--- config.mk ---
export PLATFORM = sky130hd
export DESIGN_NAME = fetch_unit
export DESIGN_NICKNAME = d
export VERILOG_FILES = /design/src/rtl/fetch_pkg.sv /design/src/rtl/fetch_unit.sv
export SDC_FILE = /design/constraint.sdc
export NUM_CORES = 1
export LEC_CHECK = 0
export ABC_AREA = 1
export CAP_MARGIN = 20
export CORE_ASPECT_RATIO = 1.2
export CORE_UTILIZATION = 47
export CTS_CLUSTER_SIZE = 40
export DETAILED_ROUTE_END_ITERATION = 8
export DONT_BUFFER_PORTS = 1
export GPL_ROUTABILITY_DRIVEN = 0
export PLACE_DENSITY = 0.66
export SETUP_SLACK_MARGIN = 0.5
export SYNTH_ARGS = -nofsm -noshare
export SYNTH_HDL_FRONTEND = slang
export SYNTH_SLANG_ARGS = --single-unit
--- constraint.sdc ---
create_clock -name clk -period 1.7 [get_ports clk]
set_input_delay 0.085 -clock clk [delete_from_list [all_inputs] [get_ports clk]]
set_output_delay 0.085 -clock clk [all_outputs]
set_load 0.02 [all_outputs]
--- src/rtl/fetch_pkg.sv ---
// Shared definitions for the instruction fetch unit.
// Holds the fetch FSM state encoding, the datapath widths, the NOP word
// loaded into the instruction buffer at reset, and the PC increment helper.
package fetch_pkg;

  localparam int XLEN     = 32;
  localparam int OPCODE_W = 7;

  // addi x0, x0, 0
  localparam logic [XLEN-1:0] NOP_INSTR = 32'h0000_0013;

  typedef enum logic [1:0] {
    S_REQ  = 2'b00,
    S_WAIT = 2'b01,
    S_HOLD = 2'b10,
    S_HALT = 2'b11
  } fetch_state_t;

  // Sequential PC step; wraps modulo 2^32 by construction.
  function automatic logic [XLEN-1:0] pc_step(input logic [XLEN-1:0] pc);
    return pc + 32'd4;
  endfunction

endpackage

--- src/rtl/fetch_unit.sv ---
// Instruction fetch unit: issues one memory request at a time, holds the
// returned word until decode consumes it, and follows redirects from execute.
//
// Ports:
//   clk, reset           rising-edge clock, synchronous active-high reset
//   imem_req/imem_addr   single-cycle fetch request (combinational in S_REQ)
//   imem_rvalid/rdata    returned word, only honoured in S_WAIT
//   redirect_valid/_target  taken branch/jump and its new PC
//   decode_ready         decode consumes the held instruction
//   instr_valid, instruction, opcode, instr_pc  held instruction buffer
//   fetch_fault          sticky misaligned-redirect flag
//
// Build option: FETCH_MISALIGN_CHK_EN -- when defined, a redirect target with
// nonzero low bits raises fetch_fault and parks the unit in S_HALT until reset.
// When undefined, the low target bits are dropped and fetch_fault stays 0.
module fetch_unit
  import fetch_pkg::*;
#(
  parameter logic [XLEN-1:0] RESET_PC = 32'h0000_0000
) (
  input  logic                clk,
  input  logic                reset,
  output logic                imem_req,
  output logic [XLEN-1:0]     imem_addr,
  input  logic                imem_rvalid,
  input  logic [XLEN-1:0]     imem_rdata,
  input  logic                redirect_valid,
  input  logic [XLEN-1:0]     redirect_target,
  input  logic                decode_ready,
  output logic                instr_valid,
  output logic [XLEN-1:0]     instruction,
  output logic [OPCODE_W-1:0] opcode,
  output logic [XLEN-1:0]     instr_pc,
  output logic                fetch_fault
);

  fetch_state_t    state_q, state_d;
  logic [XLEN-1:0] pc_q, pc_d;
  logic            kill_q, kill_d;
  logic            valid_q, valid_d;
  logic [XLEN-1:0] instr_q, instr_d;
  logic [XLEN-1:0] ipc_q, ipc_d;
  logic            fault_q, fault_d;

  logic [XLEN-1:0] tgt_s;
  logic            misalign_s;

`ifdef FETCH_MISALIGN_CHK_EN
  assign tgt_s      = redirect_target;
  assign misalign_s = redirect_valid && (redirect_target[1:0] != 2'b00);
`else
  assign tgt_s      = redirect_target & ~32'h0000_0003;
  assign misalign_s = 1'b0;
`endif

  // A redirect in S_REQ cancels this cycle's request so the stale PC is never fetched.
  assign imem_req    = (state_q == S_REQ) && !reset && !redirect_valid;
  assign imem_addr   = pc_q;
  assign instr_valid = valid_q;
  assign instruction = instr_q;
  assign opcode      = instr_q[OPCODE_W-1:0];
  assign instr_pc    = ipc_q;
  assign fetch_fault = fault_q;

  // Next-state and datapath update for the fetch FSM.
  always_comb begin
    state_d = state_q;
    pc_d    = pc_q;
    kill_d  = kill_q;
    valid_d = valid_q;
    instr_d = instr_q;
    ipc_d   = ipc_q;
    fault_d = fault_q;
    if (misalign_s && (state_q != S_HALT)) begin
      fault_d = 1'b1;
      valid_d = 1'b0;
      kill_d  = 1'b0;
      state_d = S_HALT;
    end else begin
      case (state_q)
        S_REQ: begin
          if (redirect_valid) begin
            pc_d = tgt_s;
          end else begin
            state_d = S_WAIT;
          end
        end
        S_WAIT: begin
          if (redirect_valid) begin
            pc_d = tgt_s;
            // If the in-flight word lands this same cycle it is already stale.
            if (imem_rvalid) begin
              kill_d  = 1'b0;
              state_d = S_REQ;
            end else begin
              kill_d  = 1'b1;
            end
          end else if (imem_rvalid) begin
            if (kill_q) begin
              kill_d  = 1'b0;
              state_d = S_REQ;
            end else begin
              instr_d = imem_rdata;
              ipc_d   = pc_q;
              valid_d = 1'b1;
              pc_d    = pc_step(pc_q);
              state_d = S_HOLD;
            end
          end else begin
            state_d = S_WAIT;
          end
        end
        S_HOLD: begin
          // Redirect wins over a simultaneous decode handshake.
          if (redirect_valid) begin
            valid_d = 1'b0;
            pc_d    = tgt_s;
            state_d = S_REQ;
          end else if (decode_ready) begin
            valid_d = 1'b0;
            state_d = S_REQ;
          end else begin
            state_d = S_HOLD;
          end
        end
        S_HALT: begin
          state_d = S_HALT;
        end
        default: begin
          state_d = S_REQ;
        end
      endcase
    end
  end

  // State and buffer registers with synchronous reset.
  always_ff @(posedge clk) begin
    if (reset) begin
      state_q <= S_REQ;
      pc_q    <= RESET_PC;
      kill_q  <= 1'b0;
      valid_q <= 1'b0;
      instr_q <= NOP_INSTR;
      ipc_q   <= 32'h0000_0000;
      fault_q <= 1'b0;
    end else begin
      state_q <= state_d;
      pc_q    <= pc_d;
      kill_q  <= kill_d;
      valid_q <= valid_d;
      instr_q <= instr_d;
      ipc_q   <= ipc_d;
      fault_q <= fault_d;
    end
  end

endmodule
==> key figures <==
Power
  • Part of the power in combinational logic: a little under a fifth
  • P_int: between 4000 and 5000 uW
  • Clock power share: 34.9%
  • PD cells: ~850 mW/mm^2
  • Sw frac: between 30% and 40%
  • Sequential fraction of design power: a little under half
  • Sw Pwr: around 2000 uW
  • Pleak: approximately 0.0027 uW
  • Worst VDD drop: just over 500 uV

Placement
  • Dpl ws: about 0.15 ns
  • Final HPWL from detailed placement: ~9.6 mm
  • Cell count after placement: 791
  • Placement Cell Area: 0.00493 mm^2
  • Port Buffers: 0

Die
  • I/O pins: around 180
  • Die Height: approximately 110 um
  • Die Span X: 93.4 um
  • Starting density of the core: between 40% and 50%
  • Core Footprint: between 0.009 and 0.01 mm^2
  • Core Rows: 39
  • Die ar.: 0.0104 mm^2

Finish
  • Final Cell Area: about 0.0071 mm^2
  • Non-Filler Instances: roughly 900
  • Fraction of layout cells with a size suffix above 1: about 34%
  • Synth-to-Final Area Change: 49.7%
  • Post-layout net count: 840

Logic synthesis
  • Post-synth EDFFs: 0
  • Average size of a mapped cell: 6.78 um^2
  • Mapped cell area: between 0.004 and 0.005 mm^2
  • Async SR Flop Fraction: 0%
  • Warnings from Yosys: 0
  • Distinct cells, synth: 36
  • #FFs+latches synth: 96
  • Dominant cells by area after synthesis: dfxtp_1 41%, nor2_1 12%, nand2_1 12%
  • Area share of the largest cell type after synthesis: roughly two fifths
  • Gate Count Post-Synth: 695
  • Most frequent cells after synthesis: 149 x nor2_1, 148 x nand2_1, 96 x dfxtp_1
  • Most frequent cell after synthesis: nor2_1
  • Main synth FF type: dfxtp_1
  • Yosys top cell by area: dfxtp_1
  • Seq/Total Area, Yosys: around two fifths

Timing
  • Min Tclk post-route: 1.49 ns
  • Final Hold Slack: -0.194 ns
  • Layout Skew: 0.00597 ns
  • Worst Tran Pin Value: just under 0.8 ns
  • Setup TNS: 0 ns
  • Setup violators final: 0
  • Rel. slew slack: a little under half
  • Fmax: approximately 670 MHz
  • Fin crit share: ~90%
  • Final WS setup: roughly 0.21 ns
  • Max-slew violations: 0
  • RSZ-0062 raised after global routing: yes
  • Hold Vio Cnt, Final: 25

Clock tree
  • Hold-fix buffers, CTS: 36
  • Deepest clock path buffer count: 2
  • Worst skew pair latency: 0.34 ns
  • CTS tree: built
  • CTS H-tree lvls: 3
  • Clock-pin slew on the worst setup and hold paths: 0.07 ns
  • CTS buffer count: 9
  • Root buffer cell: clkbuf_16
  • Clock Sinks: 96

Worst setup path
  • Crit-path cells: ha_4 > nand2_4 > nor2_4 > buf_4 > nand3_2 > xnor2_1 > o21ai_1 > a21oi_1
  • Worst path top cell family by delay: flip-flops
  • CP Data Required Time: about 1.9 ns
  • Worst path bufs/invs: 1
  • Startpoint Class: flip-flop
  • WP data arrival: about 1.7 ns
  • CP Class: flip-flop to flip-flop
  • Slowest CP cell: dfxtp_4
  • Crit path max fanout: 6
  • Crit-path max cell delay: 0.44 ns
  • Setup crit end kind: flip-flop

Min path
  • Hold WC Path Type: input port to flip-flop

Drt
  • Detailed Routing Iterations Pass 1: 5
  • Antenna viol nets, final: 0
  • Routed vias/inst: around 5.8
  • Routed wire length: roughly 18 mm
  • Via count: 5,178
  • DRC viols: 0
  • DR WL/cell: 19.5 um
  • Initial DRC count: roughly 330

Run status
  • Failing checks: negative hold slack
  • Status: complete, but fails checks

Global route
  • Initial antenna violation count: 1
  • Total GRT Usage: between 30% and 40%
  • Total congestion overflow: 0
  • Global-route wire length before repair: ~26 mm
  • Largest net degree at the start of global routing: 38
  • Vias in the first global route: 5,073

Job
  • Max Cap Violations: 0
[routing by layer]
layer	wire length [um]	GRT usage, %
met1	6050	33.1
met2	8870	56.7
met3	1480	7.58
met4	1130	23.5
met5	0	0
[power by group through the flow]
| stage | clock, uW | sequential (uW) | combinational, uW |
|---|---|---|---|
| after floorplan | 0 | 2740 | 547 |
| after global placement | 0 | 2800 | 619 |
| after detailed placement | 0 | 2800 | 638 |
| after CTS | 2130 | 2760 | 1050 |
| after global routing | 2240 | 2810 | 1210 |
| final | 2100 | 2780 | 1130 |
[through the flow]
stage	utilization (%)	total power [uW]	hold WS (ns)
2_1_floorplan	-	3290	0.198
3_3_place_gp	51.3	3420	0.154
3_5_place_dp	51.3	3440	0.155
4_1_cts	70.5	5940	-0.215
5_1_grt	73.3	6260	-0.212
6_report	73.3	6010	-0.194
[state kept, by name, summed over array words and instances (netlist names)]
| name | cells |
|---|---|
| kill_q | 1 |
| instruction | 32 |
| instr_pc | 30 |
| state_q | 2 |
| instr_valid | 1 |
| imem_addr | 30 |
[layout make-up]
type | instances | area [um^2]
Timing Repair Buffer | 102 | 1340
Multi-Input combinational cell | 517 | 2970
Clock inverter | 5 | 43.8
Inverter | 39 | 195
Fill cell | 665 | 2560
Clock buffer | 11 | 264
Tap cell | 123 | 154
Timing Repair inverter | 5 | 65.1
Antenna cell | 1 | 2.50
Sequential cell | 96 | 2020
[final timing paths]
path / startpoint / to / slack (ns) / cells after the start
min: reset / imem_addr[12] / -0.19 / 1
max: imem_addr[3] / imem_addr[12] / 0.21 / 8
min reg2reg: kill_q / kill_q / 0.49 / 2
max reg2reg: imem_addr[3] / imem_addr[12] / 0.21 / 8
[layout by cell type (no fill, tap or decap), drive strengths merged]
master and n:
o31ai 1, o21ai 78, dlygate4sd3 36, ha 1, conb 5, inv 46, nor4 1, clkinv 3
a211oi 3, nand4 6, nand3 37, buf 63, xnor2 1, a21oi 52, diode 1, nand3b 3
nand2 152, a31oi 2, nor3 2, o211ai 2, clkbuf 13, nor2 167, bufbuf 1, o22ai 2
or2 2, dfxtp 96
[repair_timing]
item | 4_1_cts | 5_1_grt
gates resized for setup | 189 | 54
setup endpoints to repair | 91 | 95
hold endpoints to repair | 61 | 25
pin swaps | 46 | 18
gates cloned | 17 | 2
buffers inserted | 26 | 10
[worst reg2reg max path: stages (launching register included)]
cell and delay, ns:
dfxtp_4 0.44, ha_4 0.17, nand2_4 0.06, nor2_4 0.13
buf_4 0.14, nand3_2 0.10, xnor2_1 0.15, o21ai_1 0.12
a21oi_1 0.07
[kinds of logic (layout without fill, tap and decap cells)]
logic type / count (synthesis) / in the layout / share of synthesized area [%]
AND/OR/NAND/NOR: 370 / 370 / 33.0
flip-flops: 96 / 96 / 40.8
buffers and inverters: 86 / 162 / 9.30
other: 1 / 6 / 0.0796
XOR/XNOR: 1 / 1 / 0.186
AO/OA/AOI/OAI: 140 / 140 / 16.4
adder cells (fa/ha/maj): 1 / 1 / 0.266
(Power assumes the default switching activity.)
